$ cat src/rtl/seq_multiplier.sv
// Sequential unsigned shift-and-add multiplier: one partial product per clock,
// N iterations per operation, valid/ready handshakes on operands and product.
module seq_multiplier #(
  parameter int N = 4
) (
  input  logic           clk,
  input  logic           rst_n,
  input  logic           in_valid,
  output logic           in_ready,
  input  logic [N-1:0]   multiplicand,
  input  logic [N-1:0]   multiplier,
  output logic           out_valid,
  input  logic           out_ready,
  output logic [2*N-1:0] product,
  output logic           busy
);

  localparam int            CW        = $clog2(N + 1);
  localparam logic [CW-1:0] LAST_ITER = CW'(N - 1);

  typedef enum logic [1:0] {
    IDLE,
    CALC,
    DONE
  } state_t;

  state_t         r_state;
  state_t         w_next;
  logic [2*N-1:0] r_acc;
  logic [2*N-1:0] r_a;
  logic [N-1:0]   r_b;
  logic [CW-1:0]  r_count;
  logic           w_accept;
  logic           w_last;
  logic [2*N-1:0] w_addend;

  assign w_accept = in_valid & in_ready;
  assign w_last   = (r_count == LAST_ITER);
  assign w_addend = r_b[0] ? r_a : '0;
  assign product  = r_acc;

  always_ff @(posedge clk or negedge rst_n) begin
    if (!rst_n) begin
      r_state <= IDLE;
    end else begin
      r_state <= w_next;
    end
  end

  // In DONE the consumer's out_ready doubles as in_ready so a new operation
  // can start on the same edge the previous product is taken.
  always_comb begin
    w_next    = r_state;
    in_ready  = 1'b0;
    out_valid = 1'b0;
    busy      = 1'b0;
    case (r_state)
      IDLE: begin
        in_ready = 1'b1;
        if (in_valid) begin
          w_next = CALC;
        end
      end
      CALC: begin
        busy = 1'b1;
        if (w_last) begin
          w_next = DONE;
        end
      end
      DONE: begin
        out_valid = 1'b1;
        in_ready  = out_ready;
        if (out_ready) begin
          w_next = in_valid ? CALC : IDLE;
        end
      end
      default: begin
        w_next = IDLE;
      end
    endcase
  end

  // Fixed N iterations with no early exit keeps latency data-independent.
  always_ff @(posedge clk or negedge rst_n) begin
    if (!rst_n) begin
      r_acc   <= '0;
      r_a     <= '0;
      r_b     <= '0;
      r_count <= '0;
    end else if (w_accept) begin
      r_acc   <= '0;
      r_a     <= {{N{1'b0}}, multiplicand};
      r_b     <= multiplier;
      r_count <= '0;
    end else if (r_state == CALC) begin
      r_acc   <= r_acc + w_addend;
      r_a     <= r_a << 1;
      r_b     <= r_b >> 1;
      r_count <= r_count + CW'(1);
    end
  end

endmodule

$ cat config.mk
export PLATFORM = sky130hd
export DESIGN_NAME = seq_multiplier
export DESIGN_NICKNAME = d
export VERILOG_FILES = /design/src/rtl/seq_multiplier.sv
export SDC_FILE = /design/constraint.sdc
export NUM_CORES = 1
export LEC_CHECK = 0
export CAP_MARGIN = 20
export CORE_ASPECT_RATIO = 0.5
export CORE_UTILIZATION = 47
export DETAILED_ROUTE_END_ITERATION = 12
export HOLD_SLACK_MARGIN = 0.03
export PLACE_DENSITY = 0.75
export SLEW_MARGIN = 20
export SYNTH_ARGS = -nofsm -noshare
export SYNTH_HDL_FRONTEND = slang
export SYNTH_SLANG_ARGS = --single-unit
export TNS_END_PERCENT = 1
$ cat constraint.sdc
create_clock -name clk -period 2.1 [get_ports clk]
set_clock_uncertainty 0.2 [all_clocks]
set_input_delay 0.525 -clock clk [delete_from_list [all_inputs] [get_ports clk]]
set_output_delay 0.525 -clock clk [all_outputs]
set_load 0.005 [all_outputs]
==> reports/metrics.cfg <==
[pwr]
p_leak_nw=0.997
p_comb_share_pct=57.2
cell_internal_pwr_mw=1.61
powerDensity_mw_per_mm2=1240
ir_worst_vdd_uv=770
p_clk_share_pct=11.2
p_total_mw=2.63
p_switching_mw=1.02
p_seq_share_pct=31.6
switching_share_pct=38.7

[synth]
synth-xor-area-share_pct=1.94
seq_area_frac_synth_pct=46.1
yosysWarningCount=0
postSynthCellCount=140
synth_top_family_by_area=compound AO/OA/AOI/OAI gates
synthAdderAreaFrac_pct=9.77
async_reset_ff_share_pct=100
syn_avg_cell_area_um2=9.70
synth-simple-area-share_pct=15.4
syn_area_mm2=0.00136
synth_compound_area_share_pct=20.0
synth_edf_count=0
synth_cell_type_count=30
synth_nets=162
ys_ff_latch=25
synthMuxAreaShare_pct=2.95
synthFlopType=dfrtp_1

[critical_path]
cp_max_fo=6
crit_slowest_cell=or4_4
endpoint_kind=flop
cpPeakStageDelay_ps=480
ff2ff_path_depth=8
required_ps=2100
crit_cells=8
path_buf_inv=1
startpoint_type=flop
rr_startpoint=r_b[0]
critPathTopFamily=simple AND/OR/NAND/NOR gates
cp_cell_sequence=nand2_2 -> inv_2 -> ha_4 -> a211oi_4 -> nor4b_4 -> o31a_1 -> or4_4 -> o211ai_2
critPathLaunch=r_b[0]
worstSetupPathType=reg -> reg
crit_arrival_ps=2310

[sta]
rsz0062_at_grt=true
setup_ws_ps=-211
finalCriticalPeriod_ps=2310
finalSetupViolations=3
hold_violations=0
slew_violations=0
fmax_mhz=433
period_share_pct=110
timing.slew.headroom_pct=72.6
tightest_slew_ps=408

[floorplan]
core_area_mm2=0.00267
die_h_um=40.0
dieArea_mm2=0.00312
start_util_pct=50.9
die_x_um=78.0
ios=23
placementRows=13

[job]
drv_cap=0

[cts]
insertion_delay_ps=270
cts_tree=done
clock_sinks=25
clk_path_buf_depth=2
root_buffer=clkbuf_8
htree_levels=1
clkTransAtPathRegs_ps=90
numCtsBuffers=3

[hold_path]
hp-class=reg -> reg
min_from=r_count[0]
holdPathStages=1

[finish]
drive_gt1_share_pct=38.4
fin_nets=226
synthToLayoutAreaGrowth_pct=56.3
fin_util_pct=79.5
fillers=159
n_antenna_cell=0
finalInstanceArea_mm2=0.00212

[placed_design]
hpwl_um=2390
numPortBuffers=22
routabilityCongestion=0.835
dp_slack_ps=-327
place_area_mm2=0.00186

[routing]
drt-initial-drc-count=79
antenna_left=0
vias=1309
routedWlPerCell_um=16.4
dr.pass1.iters=4
avgViaCountPerCell=5.45
post-route-drc-count=0
wirelength_um=3950

[status]
violations=setup timing
outcome=complete, but fails checks

[global_route]
grt_pass1_vias=1314
track_usage_pct=27.7
antenna_found_initial=0
grt_max_degree=26
grt_overflow_total=0
grt_pass1_wl_um=6140

==> power groups by stage <==
stage / combinational, mW / sequential, mW / clock, mW
after global placement: 1.20 / 0.792 / 0
final: 1.50 / 0.830 / 0.293
after floorplan: 0.610 / 0.789 / 0
after detailed placement: 1.25 / 0.806 / 0
after CTS: 1.41 / 0.822 / 0.295
after global routing: 1.61 / 0.857 / 0.321
==> final cells by class <==
cell class / count / area (um^2) / share of cell area [%]
Clock inverter: 1 / 5.00 / 0.236
Clock buffer: 3 / 41.3 / 1.95
Inverter: 9 / 33.8 / 1.59
Tap cell: 37 / 46.3 / 2.18
Sequential cell: 25 / 629 / 29.7
Timing Repair Buffer: 64 / 536 / 25.2
Multi-Input combinational cell: 101 / 831 / 39.2
==> registers in the layout, indices dropped and copies added, names as in the netlist <==
signal	cells
r_state	2
product	8
r_count	3
r_b	4
r_a	8
==> repair_timing <==
action	CTS	global route
pin swaps	11	8
resized for setup	25	13
cloned	0	0
setup endpoints to repair	6	6
setup buffers	8	1
hold buffers	0	0
==> stage by stage <==
stage	std cells	hold slack [ps]	setup TNS (ps)
after global placement	227	263	-943
after CTS	239	310	-490
after floorplan	140	29.4	-277
after global routing	240	328	-761
final	240	305	-427
after detailed placement	227	294	-1600
==> path summary, 6_finish.rpt <==
check / slack (ps) / to
max in group asynchronous: 1010 / r_state[0]
min in group asynchronous: 420 / r_a[7]
setup reg to reg: -210 / product[7]
hold / removal: 300 / r_count[0]
hold reg to reg: 300 / r_count[0]
setup / recovery: -210 / product[7]
==> placed cells by master (no fill, tap or decap), types with 3 or more instances in the layout <==
master / netlist / routed
clkdlybuf4s50_1: 0 / 19
nand2_1: 25 / 23
o21ai_0: 14 / 10
and2_1: 10 / 6
and2_4: 0 / 4
inv_2: 1 / 3
buf_4: 0 / 41
mux2i_1: 4 / 4
ha_1: 9 / 3
ha_4: 0 / 6
a21oi_2: 0 / 4
clkbuf_8: 0 / 3
a22o_1: 5 / 5
inv_1: 8 / 6
o21ai_1: 6 / 8
dfrtp_2: 0 / 3
dfrtp_1: 25 / 22
==> cells in the mapped netlist, types with 2 or more instances <==
library cell	instances	area share [%]
o21ai_0	14	5.2
mux2i_1	4	2.9
xor2_1	2	1.3
nand2_1	25	6.9
ha_1	9	8.3
and2_1	10	4.6
or4_1	2	1.1
clkbuf_1	5	1.4
o21bai_1	2	1.1
nor2b_1	2	0.92
a21oi_1	5	1.8
dfrtp_1	25	46
a22o_1	5	3.2
a222oi_1	2	1.5
inv_1	8	2.2
o21ai_1	6	2.2
==> cells by family after synthesis <==
kind of cell | after synthesis
buf+inv | 14
flops | 25
simple gates | 43
mux | 4
compound gates | 41
xor+xnor | 3
fa+ha+maj | 10
==> layer usage <==
metal / GRT usage, % / vias to the layer above / part of all wire, %
met5: 0 / - / 0
met4: 14.4 / 0 / 3.2
met3: 6.36 / 16 / 4.6
met2: 53.1 / 48 / 51
met1: 31.1 / 625 / 41
li1: - / 620 / -
Power figures use the tool's default switching activity.
